## config.mk

```make
export PLATFORM = sky130hd
export DESIGN_NAME = psk_phase_dispatcher
export DESIGN_NICKNAME = d
export VERILOG_FILES = /design/src/rtl/psk_phase_dispatcher.sv
export SDC_FILE = /design/constraint.sdc
export NUM_CORES = 1
export LEC_CHECK = 0
export BUFFER_PORTS_ARGS = -buffer_cell sky130_fd_sc_hd__buf_2
export CAP_MARGIN = 20
export CORE_ASPECT_RATIO = 0.9
export CORE_MARGIN = 10
export CORE_UTILIZATION = 29
export CTS_CLUSTER_DIAMETER = 60
export DETAILED_ROUTE_END_ITERATION = 10
export HOLD_SLACK_MARGIN = 0.05
export MAX_ROUTING_LAYER = met4
export SKIP_LAST_GASP = 1
export SLEW_MARGIN = 10
export SYNTH_ARGS = -nofsm -noshare
export SYNTH_HDL_FRONTEND = slang
export SYNTH_SLANG_ARGS = --single-unit
```

## constraint.sdc

```tcl
create_clock -name clk -period 2.38 [get_ports clk]
set_input_delay 0.357 -clock clk [delete_from_list [all_inputs] [get_ports clk]]
set_output_delay 0.357 -clock clk [all_outputs]
set_load 0.03 [all_outputs]
```

## src/rtl/psk_phase_dispatcher.sv

```systemverilog
// rtl/psk_phase_dispatcher.sv - BPSK/QPSK phase-transition counter with windowed valid/ready report
//
// Purpose:
//   A 16-bit NCO produces I/Q reference codes. Two saturating correlators
//   integrate the 1-bit input against them over DUMP_LEN samples. A small
//   tracker FSM counts alternating I/Q sign transitions between successive
//   dumps. After WIN_LEN dumps, the count is reported on out_data under a
//   valid/ready handshake. out_lost flags an overwritten window.
//
// Ports:
//   clk        in   rising-edge clock for all logic
//   rst_in     in   active-low reset; asserts asynchronously, release is synchronised to clk
//   sig        in   1-bit quantised input sample, one per clk
//   freq_word  in   16-bit NCO phase increment per clk
//   clr        in   synchronous clear of all state; wins over every other event
//   out_data   out  CNT_W-bit transition count of the last completed window
//   out_valid  out  out_data/out_lost are valid
//   out_ready  in   consumer accepts when out_valid && out_ready
//   out_lost   out  an unaccepted earlier window was overwritten
//
// Configuration:
//   PSK_DISP_SAT_EN  defined: the transition count saturates at 2^CNT_W-1
//                    undefined: the transition count wraps modulo 2^CNT_W

module psk_phase_dispatcher #(
  parameter int ACC_W    = 8,
  parameter int CNT_W    = 8,
  parameter int DUMP_LEN = 16,
  parameter int WIN_LEN  = 8
) (
  input  logic             clk,
  input  logic             rst_in,
  input  logic             sig,
  input  logic [15:0]      freq_word,
  input  logic             clr,
  output logic [CNT_W-1:0] out_data,
  output logic             out_valid,
  input  logic             out_ready,
  output logic             out_lost
);

  localparam int SCNT_W = (DUMP_LEN > 1) ? $clog2(DUMP_LEN) : 1;
  localparam int DCNT_W = (WIN_LEN > 1) ? $clog2(WIN_LEN) : 1;

  localparam logic [ACC_W-1:0] ACC_MAX = {1'b0, {(ACC_W-1){1'b1}}};
  localparam logic [ACC_W-1:0] ACC_MIN = {1'b1, {(ACC_W-1){1'b0}}};
  localparam logic [ACC_W-1:0] ACC_ONE = {{(ACC_W-1){1'b0}}, 1'b1};

  typedef enum logic [1:0] {
    ST_PRIME  = 2'd0,
    ST_WAIT_I = 2'd1,
    ST_WAIT_Q = 2'd2
  } state_t;

  // Reset synchroniser: both stages clear asynchronously, release ripples in over two clocks.
  logic [1:0] r_rst_sync;
  logic       w_rst_n;

  always_ff @(posedge clk or negedge rst_in) begin
    if (!rst_in) begin
      r_rst_sync <= 2'b00;
    end else begin
      r_rst_sync <= {r_rst_sync[0], 1'b1};
    end
  end

  assign w_rst_n = r_rst_sync[1];

  // Saturating +/-1 step on a two's-complement accumulator.
  function automatic logic [ACC_W-1:0] acc_step(input logic [ACC_W-1:0] acc, input logic mis);
    logic [ACC_W-1:0] res;
    if (mis) begin
      res = (acc == ACC_MIN) ? acc : acc - ACC_ONE;
    end else begin
      res = (acc == ACC_MAX) ? acc : acc + ACC_ONE;
    end
    return res;
  endfunction

  logic [15:0]       r_phase;
  logic [ACC_W-1:0]  r_i_acc;
  logic [ACC_W-1:0]  r_q_acc;
  logic              r_i_bit;
  logic              r_q_bit;
  logic [SCNT_W-1:0] r_samp_cnt;
  logic [DCNT_W-1:0] r_dump_cnt;
  logic [CNT_W-1:0]  r_cnt;
  state_t            r_state;
  logic [CNT_W-1:0]  r_out_data;
  logic              r_out_valid;
  logic              r_out_lost;

  logic              w_i_code;
  logic              w_q_code;
  logic [ACC_W-1:0]  w_i_acc_nx;
  logic [ACC_W-1:0]  w_q_acc_nx;
  logic              w_i_new;
  logic              w_q_new;
  logic              w_dump;
  logic              w_win_end;
  logic              w_hs;
  logic              w_inc;
  logic [CNT_W-1:0]  w_cnt_nx;
  state_t            w_state_nx;

  // Bit 15 of (phase + 0x4000) is phase[15] flipped by the carry out of bit 14.
  assign w_i_code = r_phase[15];
  assign w_q_code = r_phase[15] ^ r_phase[14];

  assign w_i_acc_nx = acc_step(r_i_acc, sig ^ w_i_code);
  assign w_q_acc_nx = acc_step(r_q_acc, sig ^ w_q_code);

  // Dump bits are the sign of the accumulator after the period's last sample.
  assign w_i_new   = w_i_acc_nx[ACC_W-1];
  assign w_q_new   = w_q_acc_nx[ACC_W-1];
  assign w_dump    = (r_samp_cnt == SCNT_W'(DUMP_LEN - 1));
  assign w_win_end = w_dump && (r_dump_cnt == DCNT_W'(WIN_LEN - 1));
  assign w_hs      = r_out_valid && out_ready;

  // NCO, correlators and dump/window counters.
  // r_i_bit/r_q_bit hold the last dump's bits and also serve as the "previous" bits for the tracker.
  always_ff @(posedge clk or negedge w_rst_n) begin
    if (!w_rst_n) begin
      r_phase    <= '0;
      r_i_acc    <= '0;
      r_q_acc    <= '0;
      r_i_bit    <= 1'b0;
      r_q_bit    <= 1'b0;
      r_samp_cnt <= '0;
      r_dump_cnt <= '0;
    end else if (clr) begin
      r_phase    <= '0;
      r_i_acc    <= '0;
      r_q_acc    <= '0;
      r_i_bit    <= 1'b0;
      r_q_bit    <= 1'b0;
      r_samp_cnt <= '0;
      r_dump_cnt <= '0;
    end else begin
      r_phase <= r_phase + freq_word;
      if (w_dump) begin
        r_i_acc    <= '0;
        r_q_acc    <= '0;
        r_i_bit    <= w_i_new;
        r_q_bit    <= w_q_new;
        r_samp_cnt <= '0;
        r_dump_cnt <= w_win_end ? '0 : r_dump_cnt + DCNT_W'(1);
      end else begin
        r_i_acc    <= w_i_acc_nx;
        r_q_acc    <= w_q_acc_nx;
        r_samp_cnt <= r_samp_cnt + SCNT_W'(1);
      end
    end
  end

  // Tracker next-state: alternately waits for an I flip then a Q flip; a
  // dump where both flip still counts once and advances one step only.
  always_comb begin
    w_state_nx = r_state;
    w_inc      = 1'b0;
    if (w_dump) begin
      case (r_state)
        ST_PRIME: begin
          w_state_nx = ST_WAIT_I;
        end
        ST_WAIT_I: begin
          if (w_i_new != r_i_bit) begin
            w_inc      = 1'b1;
            w_state_nx = ST_WAIT_Q;
          end
        end
        ST_WAIT_Q: begin
          if (w_q_new != r_q_bit) begin
            w_inc      = 1'b1;
            w_state_nx = ST_WAIT_I;
          end
        end
        default: begin
          w_state_nx = ST_PRIME;
        end
      endcase
    end
  end

  always_comb begin
    w_cnt_nx = r_cnt;
    if (w_inc) begin
`ifdef PSK_DISP_SAT_EN
      w_cnt_nx = (&r_cnt) ? r_cnt : r_cnt + CNT_W'(1);
`else
      w_cnt_nx = r_cnt + CNT_W'(1);
`endif
    end
  end

  // Tracker state, window count and report registers.
  always_ff @(posedge clk or negedge w_rst_n) begin
    if (!w_rst_n) begin
      r_state     <= ST_PRIME;
      r_cnt       <= '0;
      r_out_data  <= '0;
      r_out_valid <= 1'b0;
      r_out_lost  <= 1'b0;
    end else if (clr) begin
      r_state     <= ST_PRIME;
      r_cnt       <= '0;
      r_out_data  <= '0;
      r_out_valid <= 1'b0;
      r_out_lost  <= 1'b0;
    end else begin
      r_state <= w_state_nx;
      if (w_win_end) begin
        // Report includes this dump's increment; a pending unaccepted report is lost.
        r_cnt       <= '0;
        r_out_data  <= w_cnt_nx;
        r_out_valid <= 1'b1;
        r_out_lost  <= r_out_valid && !out_ready;
      end else begin
        r_cnt <= w_cnt_nx;
        if (w_hs) begin
          r_out_valid <= 1'b0;
          r_out_lost  <= 1'b0;
        end
      end
    end
  end

  assign out_data  = r_out_data;
  assign out_valid = r_out_valid;
  assign out_lost  = r_out_lost;

endmodule

```

==> metrics.md <==
| Metric | Value |
|---|---|
| Status | finished clean |
| Async SR Flop Fraction | 1.00 |
| Clock root buffer | clkbuf_16 |
| Overflow after GRT | 0 |
| Post-synthesis sequential element count | 63 |
| DIE WIDTH | about 150 µm |
| # fillers | 1416 |
| GR met1 Demand/Resource | 0.130 |
| Leakage | 2.34 nW |
| Register area share after synthesis | 0.386 |
| Global-route wire length before repair | 16700 µm |
| Met2 usage | 0.165 |
| Commonest non-fill, non-tap cell in the layout | nor2_1 |
| CTS tree | done |
| P per Cell Area | 1010 nW/µm² |
| Post-DRT Antenna Nets | 0 |
| CTS Buf Count | 9 |
| Peak supply drop | 440 µV |
| Area of the mapped netlist | 4080 µm² |
| Critical path class | flop to flop |
| Clk buf depth | 2 |
| GRT busiest layer | met2 |
| Number of diodes | 0 |
| Starting DRC count in detailed routing | 144 |
| Synthesis-to-finish area growth | 30.4% |
| Worst-margin pin slew | 0.584 ns |
| Setup Viol. Count Final | 0 |
| Clock skew | 0.00590 ns |
| Routability cong. | 0.864 |
| Total track usage | 0.105 |
| Number of synthesized flops with an enable pin | 0 |
| Critical path fanouts, max | 3 |
| R2r worst-path depth | 9 |
| Met3 global-route usage | 0.0191 |
| Hold Path Class | input pin to flop |
| Multi-input gate area | 2510 µm² |
| Final worst-path cycle share | 0.990 |
| Critical path startpoint category | flop |
| Via count | ~3.6k |
| Most frequent cells in the layout | nor2_1 (59), dfrtp_1 (57), buf_4 (56) |
| CTS H-tree lvls | 3 |
| Core Region | ~14000 µm² |
| Final-report max-slew violation count | 0 |
| Drc violations | 0 |
| Final hold vios | 0 |
| Clock sinks | 63 |
| WP data required | 2.57 ns |
| Vias in the first global route | between 3k and 4k |
| Max-cap violations | 0 |
| Post-Syn Instances | 450 |
| Total wire length | 10000 µm |
| Port Buffers | 30 |
| Height of the chip | 133 µm |
| Num ports | 31 |
| Initial Util | 0.294 |
| Worst setup EP type | flop |
| Worst setup margin | ~0.023 ns |
| RSZ-0062 raised after global routing | yes |
| Max-slew headroom | 0.611 |
| Max Fclk | 424 MHz |
| Layout cells sized above 1 | 0.277 |
| Row count | a little over 40 |
| Clock Latency Late Sink | 0.33 ns |
| Crit path DAT | 2.55 ns |
| Post-Layout Cell Count | about 730 |
| Antenna violations before repair | 0 |
| Vias per inst | 4.87 |
| Register area | ~1600 µm² |
| Count of cell types in the netlist | 66 |
| Post-synth net total | 501 |
| # nets final | 584 |
| Pin count of the biggest net entering global routing | 40 |
| Place WS | -0.303 ns |
| Die area | 19200 µm² |
| Synth Flop Type | dfrtp_1 |
| Final min period | approximately 2.4 ns |
| Synth warn | 0 |
| Post-detail-place hpwl | 7050 µm |
| Post-Place Cells | 702 |
| Clock Pin Slew Worst Setup and Hold Paths | 0.06 ns |
| Detailed Routing Iterations Pass 1 | 4 |
| WHS Path Cells | 2 |
| Wire per inst | 13.7 µm |
| Mapped Avg Cell Area | 9.08 µm² |
[cells in the mapped netlist, types with 5 or more instances]
cell,instances,area (µm²)
buf_2,5,25.0
nor3_1,12,60.1
nor2_1,59,221
o21ai_0,25,125
xor2_1,8,70.1
nand4_1,7,43.8
dfrtp_1,63,1580
a211oi_1,12,90.1
o21a_1,5,37.5
a31oi_1,8,50.1
ha_1,29,363
clkbuf_1,12,45.0
xnor2_1,19,166
a21o_1,5,37.5
a21oi_1,24,120
inv_1,13,48.8
nand2_1,42,158
nand3_1,16,80.1
o21ai_1,7,35.0
[per-stage QoR]
| step | hold WS (ns) | utilization | area [µm²] | power (mW) | setup TNS (ns) |
|---|---|---|---|---|---|
| floorplan | 0.0614 | - | 4090 | 3.07 | 0 |
| detailed placement | 0.143 | 0.344 | 4780 | 3.84 | -0.983 |
| finish | 0.201 | 0.383 | 5330 | 5.36 | 0 |
| global placement | 0.142 | 0.344 | 4780 | 3.78 | -0.844 |
| global route | 0.213 | 0.383 | 5330 | 5.75 | -0.812 |
| CTS | 0.194 | 0.368 | 5110 | 5.17 | -0.0384 |
[flip-flops by register name (all words and copies together) (netlist names), 2 cells and up]
register	cells
r_rst_sync	2
r_i_acc	8
r_state	2
r_dump_cnt	3
r_cnt	8
r_q_acc	8
r_samp_cnt	4
out_data	8
r_phase	16
[area by class of cell]
class                           instances  area share
Timing Repair Buffer                   93       0.123
Clock buffer                            9      0.0423
Tap cell                              193      0.0453
Multi-Input combinational cell        353       0.472
Clock inverter                          7      0.0103
Sequential cell                        63       0.297
Inverter                               13     0.00916
[report_power, final]
part,switching [mW],internal (mW)
logic,1.38,1.27
clock network,0.533,0.717
registers,0.198,1.27
total,2.11,3.25
[what timing repair did]
action                     4_1_cts  5_1_grt
pin swaps                        8       20
setup endpoints to repair       12       24
setup buffers                    1       11
hold endpoints to repair         2        0
hold buffers                     1        0
resized for setup               10       28
[worst paths after layout]
| kind | startpoint | slack [ns] | end |
|---|---|---|---|
| max in group asynchronous | r_rst_sync[1] | 1.52 | r_i_acc[4] |
| min | out_ready | 0.20 | out_lost |
| min in group asynchronous | r_rst_sync[1] | 0.26 | r_phase[3] |
| max | r_phase[0] | 0.02 | r_phase[12] |
| max reg2reg | r_phase[0] | 0.02 | r_phase[12] |
| min reg2reg | r_rst_sync[1] | 0.26 | r_phase[3] |
[worst max-delay path, stage by stage, from the launching register on]
cell and delay (ns):
dfrtp_1 0.36, ha_2 0.19, fa_2 0.43, a211oi_4 0.24, o21a_1 0.20, o21ai_2 0.10
a2111oi_4 0.32, or3_1 0.17, xor2_1 0.15, nor2_1 0.05
[cells by family after synthesis]
kind of cell,Yosys count,share of synthesized area
multiplexers,5,0.0126
adder cells (fa/ha/maj),30,0.0938
XOR/XNOR,31,0.0754
AO/OA/AOI/OAI,116,0.194
buffers and inverters,34,0.0346
AND/OR/NAND/NOR,170,0.203
other,1,0.000918
flip-flops,63,0.386
[layer usage]
layer / wire (µm) / vias up / part of all wire
li1: - / 1792 / -
met1: 4810 / 1709 / 0.48
met2: 4820 / 47 / 0.48
met3: 237 / 14 / 0.024
met4: 149 / 0 / 0.015
met5: 0 / - / 0
No activity file was read; power rests on OpenSTA's default activity.
